[src/rtl/lfsr_pkg.sv]
// Shared constants and the single-step Galois update for the parametrised LFSR.
package lfsr_pkg;

  localparam logic [31:0] LFSR_TAPS_32 = 32'h8020_0003;

  localparam int unsigned LFSR_WIDTH_MIN = 3;
  localparam int unsigned LFSR_WIDTH_MAX = 64;
  localparam int unsigned LFSR_STEPS_MIN = 1;
  localparam int unsigned LFSR_STEPS_MAX = 8;

  // Operands are zero-extended to 64 bits, so narrower registers step correctly after truncation.
  function automatic logic [63:0] lfsr_step(input logic [63:0] state, input logic [63:0] taps);
    return (state >> 1) ^ (state[0] ? taps : 64'd0);
  endfunction

endpackage

[src/rtl/lfsr_step_unroll.sv]
// Combinational chain of STEPS Galois shifts, flagging whether any produced state equals SEED.
module lfsr_step_unroll
  import lfsr_pkg::*;
#(
  parameter int unsigned      WIDTH = 32,
  parameter logic [WIDTH-1:0] TAPS  = WIDTH'(LFSR_TAPS_32),
  parameter logic [WIDTH-1:0] SEED  = WIDTH'(1),
  parameter int unsigned      STEPS = 1
) (
  input  logic [WIDTH-1:0] i_state,
  output logic [WIDTH-1:0] o_state,
  output logic             o_seed_hit
);

  logic [WIDTH-1:0] w_chain [STEPS+1];
  logic [STEPS-1:0] w_hit;

  assign w_chain[0] = i_state;

  for (genvar i = 0; i < STEPS; i++) begin : g_stage
    assign w_chain[i+1] = WIDTH'(lfsr_step(64'(w_chain[i]), 64'(TAPS)));
    assign w_hit[i]     = (w_chain[i+1] == SEED);
  end

  assign o_state    = w_chain[STEPS];
  assign o_seed_hit = |w_hit;

endmodule

[src/rtl/lfsr_galois_param.sv]
// Parametrised Galois LFSR with clock enable, zero-safe runtime seed load and period-wrap pulse.
module lfsr_galois_param
  import lfsr_pkg::*;
#(
  parameter int unsigned      WIDTH = 32,
  parameter logic [WIDTH-1:0] TAPS  = WIDTH'(LFSR_TAPS_32),
  parameter logic [WIDTH-1:0] SEED  = WIDTH'(1),
  parameter int unsigned      STEPS = 1
) (
  input  logic             clk,
  input  logic             reset,
  input  logic             en,
  input  logic             load,
  input  logic [WIDTH-1:0] seed_in,
  output logic [WIDTH-1:0] q,
  output logic             wrap,
  output logic             load_err
);

  if (WIDTH < LFSR_WIDTH_MIN || WIDTH > LFSR_WIDTH_MAX) begin : g_bad_width
    $error("lfsr_galois_param: WIDTH out of range");
  end
  if (STEPS < LFSR_STEPS_MIN || STEPS > LFSR_STEPS_MAX) begin : g_bad_steps
    $error("lfsr_galois_param: STEPS out of range");
  end
  if (TAPS[WIDTH-1] != 1'b1) begin : g_bad_taps
    $error("lfsr_galois_param: TAPS MSB must be set");
  end
  if (SEED == '0) begin : g_bad_seed
    $error("lfsr_galois_param: SEED must be nonzero");
  end

  logic [WIDTH-1:0] r_q;
  logic             r_wrap;
  logic             r_load_err;

  logic [WIDTH-1:0] w_step_q;
  logic             w_seed_hit;
  logic [WIDTH-1:0] w_q_next;
  logic             w_wrap_next;
  logic             w_load_err_next;

  lfsr_step_unroll #(
    .WIDTH (WIDTH),
    .TAPS  (TAPS),
    .SEED  (SEED),
    .STEPS (STEPS)
  ) u_step (
    .i_state    (r_q),
    .o_state    (w_step_q),
    .o_seed_hit (w_seed_hit)
  );

  // Load outranks enable; a zero seed falls back to SEED so lockup is unreachable.
  always_comb begin
    w_q_next        = r_q;
    w_wrap_next     = 1'b0;
    w_load_err_next = 1'b0;
    if (load) begin
      if (seed_in != '0) begin
        w_q_next = seed_in;
      end else begin
        w_q_next        = SEED;
        w_load_err_next = 1'b1;
      end
    end else if (en) begin
      w_q_next    = w_step_q;
      w_wrap_next = w_seed_hit;
    end
  end

  always_ff @(posedge clk or posedge reset) begin
    if (reset) begin
      r_q        <= SEED;
      r_wrap     <= 1'b0;
      r_load_err <= 1'b0;
    end else begin
      r_q        <= w_q_next;
      r_wrap     <= w_wrap_next;
      r_load_err <= w_load_err_next;
    end
  end

  assign q        = r_q;
  assign wrap     = r_wrap;
  assign load_err = r_load_err;

endmodule

[config.mk]
export PLATFORM = sky130hd
export DESIGN_NAME = lfsr_galois_param
export DESIGN_NICKNAME = d
export VERILOG_FILES = /design/src/rtl/lfsr_pkg.sv /design/src/rtl/lfsr_step_unroll.sv /design/src/rtl/lfsr_galois_param.sv
export SDC_FILE = /design/constraint.sdc
export NUM_CORES = 1
export LEC_CHECK = 0
export BUFFER_PORTS_ARGS = -buffer_cell sky130_fd_sc_hd__buf_4
export CORE_MARGIN = 5
export CORE_UTILIZATION = 27
export DETAILED_ROUTE_END_ITERATION = 6
export HOLD_SLACK_MARGIN = 0.08
export PLACE_DENSITY_LB_ADDON = 0.2
export RECOVER_POWER = 50
export REMOVE_ABC_BUFFERS = 1
export SYNTH_ARGS = -nofsm -noshare
export SYNTH_HDL_FRONTEND = slang
export SYNTH_SLANG_ARGS = --single-unit
[constraint.sdc]
create_clock -name clk -period 1.1 [get_ports clk]
set_input_delay 0.055 -clock clk [delete_from_list [all_inputs] [get_ports clk]]
set_output_delay 0.055 -clock clk [all_outputs]
set_load 0.05 [all_outputs]
# After elaboration in Yosys (flattened, before gate mapping)
# Cells that the tools add are included.
# totals
reg_bits,34
inputBits,36
output_inout_bits,34
elab_cells,15
# classes
n_eq_ne,1
mux,8
n_bitwise,1
reduce_logical,2
# op_table
operator,n
2-to-1 mux 32 bit,4
"equality test 32 x 1 -> 1 bit, second input constant",1
nonzero test 32 bit,1
XOR 31 x 32 -> 32 bit,1
2-to-1 mux 1 bit,4
nonzero test 2 bit,1

# Depth between registers and ports, before layout
# logic_depth
ltp_word,5
ltp_mapped,4
mapped_depth_nobuf,3

# Modules after synthesis
# Synthesis repeated with hierarchy kept, for this count alone.
# hier_totals
cells_unflattened,201
area_unflattened_um2,1975.6
# modules_own_cells
mod,n_inst,cells_each,area_each_um2,seq_area_each_um2
lfsr_galois_param,1,157,1644.1,852.1
lfsr_step_unroll,1,44,331.6,0.0

# Worst setup path after synthesis
# No wires, ideal clock.
# synth_timing
kind,reg-to-reg
start,register r_q[0] (netlist: q[0])
end,register r_q[0] (netlist: q[0])
setup_time_ns,0.089
arrival_time_ns,1.365
required_ns,1.011
path_slack_ns,-0.354
path_stages_with_launch,5
path_buffers,1
synth_period_minus_slack_ns,1.454
cell_sequence,dfstp_2 > buf_2 > and3b_1 > o31ai_1 > o31ai_1
# synth_via
elab_chain_len,4
# synth_rtl
item,line_no,source
start: declaration,lfsr_galois_param.sv:33,logic [WIDTH-1:0] r_q;
start signal: assignment,lfsr_galois_param.sv:78,r_q <= w_q_next;
2-to-1 mux 32 bit,lfsr_pkg.sv:13,return (state >> 1) ^ (state[0] ? taps : 64'd0);
XOR 31 x 32 -> 32 bit,lfsr_pkg.sv:13,
2-to-1 mux 32 bit,lfsr_galois_param.sv:66,end else if (en) begin
2-to-1 mux 32 bit,lfsr_galois_param.sv:59,if (load) begin
# No other way between the ends. The select of a mux whose other input is x is not followed.
# A chain may end at the register's enable or synchronous reset.

# Final worst setup path
# layout_timing
start,register r_q[0] (netlist: q[0])
end,output port q[0]
# layout_lines
item,line_no,source
end: declaration,lfsr_galois_param.sv:15,"output logic [WIDTH-1:0] q,"
# No word-level cell between the ends.

==> flow_summary.yaml <==
final_layout:
  drive_above_1_share_pct: 40.8
  filler_cell_count: 580
  mostFrequentLayoutCell: "buf_4"
  utilization_pct: 50.3
  stdcell_count: 391
  layout_common_cells: "77 x buf_4, 34 x dlygate4sd3_1, 31 x mux2i_1, 31 x nand2_1, 31 x dfrtp_1"
  area_growth_pct: 81.8
  layout.nets: 349
  diodes: 0
worst_setup_path:
  critPathTopFamily: "flip-flops"
  path_class: "reg -> out"
  end_kind: "output port"
  critPathArrivalTime_ps: 1130
  cp-start-kind: "register"
  required_ps: 1040
  critPathSlowestCell: "dfstp_2"
  crit_chain: "buf_6 > buf_8"
  slowest_delay_ps: 570
  critPathMaxFanout: 5
  path_buf_inv: 2
cts:
  cts_root_buf: "clkbuf_8"
  clkLatencyLatePin_ps: 300
  cts_hold_buf: 34
  clock_path_buffers: 2
  clkTransAtPathRegs_ps: 70
  cts.sinks: 34
  cts_buffers: 5
  cts_tree: "built"
  cts.htree.levels: 2
status:
  status: "finished with violations"
  violations: "negative setup slack"
die:
  fp.dieArea_sq_mm: 0.00822
  die_w_microns: 90.7
  fp.dieH_microns: 90.7
  rows: 29
  io_pins: 70
  coreArea_sq_mm: 0.00635
  start_util_pct: 27.7
route:
  drc_errors: 0
  drt_iter0_markers: 62
  dr.pass1.iters: 4
  wirelength_mm: 5.86
  ant_nets: 0
  wl_per_cell_microns: 15.0
  viasPerCell: 4.70
  vias: 1836
synthesis:
  syn_inst: 173
  ys_warn_count: 0
  synth_seq_area_share_pct: 48.5
  syn_avg_cell_area_sq_um: 10.2
  netlist_area_sq_mm: 0.00176
  ys_types: 25
  synth_seq_cells: 34
timing:
  max_slew_margin_pct: 65.3
  finClkSkew_ps: 8.47
  finalMaxSlewViolations: 0
  hold_violations: 0
  period_minus_slack_ps: 1190
  setup_slack_ps: -86.3
  fmaxAchievable_mhz: 843
  worst_slew_pin_slew_ps: 521
  rsz0062_at_grt: "true"
  finalCritPeriodShare_pct: 108
  final-setup-viol-count: 6
global_routing:
  antenna_found_initial: 0
  grt_pass1_vias: 1950
  grt_overflow: 0
  grt_pass1_wl_mm: 9.75
  grt_max_degree: 23
  grt.total_usage_pct: 14.6
place:
  gp_congestion: 0.749
  dp.cells: 345
  port_buffers: 69
  detailed_place_hpwl_mm: 4.32
worst_hold_path:
  hold_class: "in -> reg"
power:
  ir_drop_mv: 0.778
  leakage_nw: 1.50
  p_per_area_mw_per_mm2: 1310
flow_run:
  drv_cap: 0
==> power breakdown <==
group          internal [mW]  switching (mW)  leakage [nW]
combinational          0.698           0.882          1.03
sequential              1.38           0.117         0.413
clock                  0.633           0.487        0.0575
total                   2.71            1.49          1.50
==> worst register-to-register path: stages, from the launching register on <==
cell	delay, ps
dfrtp_2	430
nor4_4	300
nand4_1	160
nor3_2	160
==> through the flow <==
stage	hold slack (ps)	cell area, sq um	TNS, ps	setup slack [ps]	power, mW
floorplan	164	1680	-575	-235	2.20
global placement	113	2580	-192	-123	2.88
detailed placement	108	2580	-223	-113	2.89
CTS	66.6	3140	-228	-109	4.20
global route	65.2	3190	-762	-130	4.41
finish	66.9	3190	-248	-86.3	4.20
==> layout make-up <==
cell class	count	area [sq um]	share of cell area, %
timing repair buffer	145	1240	38.7
multi-input combinational	126	893	28.0
sequential	34	855	26.8
clock buffer	8	110	3.45
tap	77	96.3	3.02
inverter	1	3.75	0.118
==> logic make-up after synthesis <==
| logic type | count (synthesis) | synth area share, % |
|---|---|---|
| AND/OR/NAND/NOR | 58 | 17.9 |
| AO/OA/AOI/OAI | 35 | 10.5 |
| flip-flops | 34 | 48.5 |
| multiplexers | 31 | 17.7 |
| buffers and inverters | 13 | 4.49 |
| XOR/XNOR | 2 | 0.997 |
==> flip-flops by register name, summed over array words and instances (netlist names) <==
signal and cells:
q 32, load_err 1, wrap 1
==> layer usage <==
layer | vias to the layer above | global-route usage, % | routed length [microns]
met3 | 7 | 3.92 | 307
met1 | 884 | 19.0 | 2550
met2 | 43 | 23.7 | 2940
li1 | 902 | - | -
met5 | - | 0 | 0
met4 | 0 | 4.22 | 59
==> repair_timing <==
action,CTS,global route
resized for setup,22,21
endpoints found under the setup margin,8,18
endpoints found under the hold margin,67,2
pin swaps,5,4
buffers inserted,2,2
==> path summary, 6_finish.rpt <==
path / startpoint / endpoint / slack [ps] / cells past startpoint
worst max-delay path: q[0]$_DFFE_PP1P_ / q[0] / -90 / 2
worst min-delay path: seed_in[26] / q[0]$_DFFE_PP1P_ / 70 / 4
worst max register to register: q[6]$_DFFE_PP0P_ / wrap$_DFF_PP0_ / -30 / 3
worst min register to register: q[24]$_DFFE_PP0P_ / wrap$_DFF_PP0_ / 590 / 3
max in group asynchronous: reset / q[27]$_DFFE_PP0P_ / 290 / 4
min in group asynchronous: reset / q[23]$_DFFE_PP0P_ / 400 / 4
==> synthesized netlist by cell type <==
| cell | count | share of area, % |
|---|---|---|
| xor2_1 | 2 | 1.0 |
| dfstp_2 | 1 | 1.5 |
| inv_1 | 1 | 0.21 |
| a21boi_0 | 1 | 0.43 |
| nor2b_1 | 1 | 0.36 |
| buf_2 | 3 | 0.85 |
| and3b_1 | 1 | 0.50 |
| dfrtp_1 | 33 | 47 |
| nand2_1 | 31 | 6.6 |
| o21ai_0 | 31 | 8.8 |
| a31oi_1 | 1 | 0.36 |
| o31ai_1 | 2 | 0.85 |
| nor4b_1 | 2 | 1.0 |
| nor4b_2 | 1 | 0.85 |
| nor4_1 | 9 | 3.2 |
| or3_1 | 1 | 0.36 |
| nor3_1 | 3 | 0.85 |
| buf_4 | 1 | 0.43 |
| buf_6 | 3 | 1.9 |
| nand2b_1 | 1 | 0.36 |
| clkbuf_1 | 5 | 1.1 |
| nor2_1 | 1 | 0.21 |
| nand4_1 | 4 | 1.4 |
| nor4_2 | 3 | 2.1 |
| mux2i_1 | 31 | 18 |
Note: power is estimated with default switching activity, not from simulation.
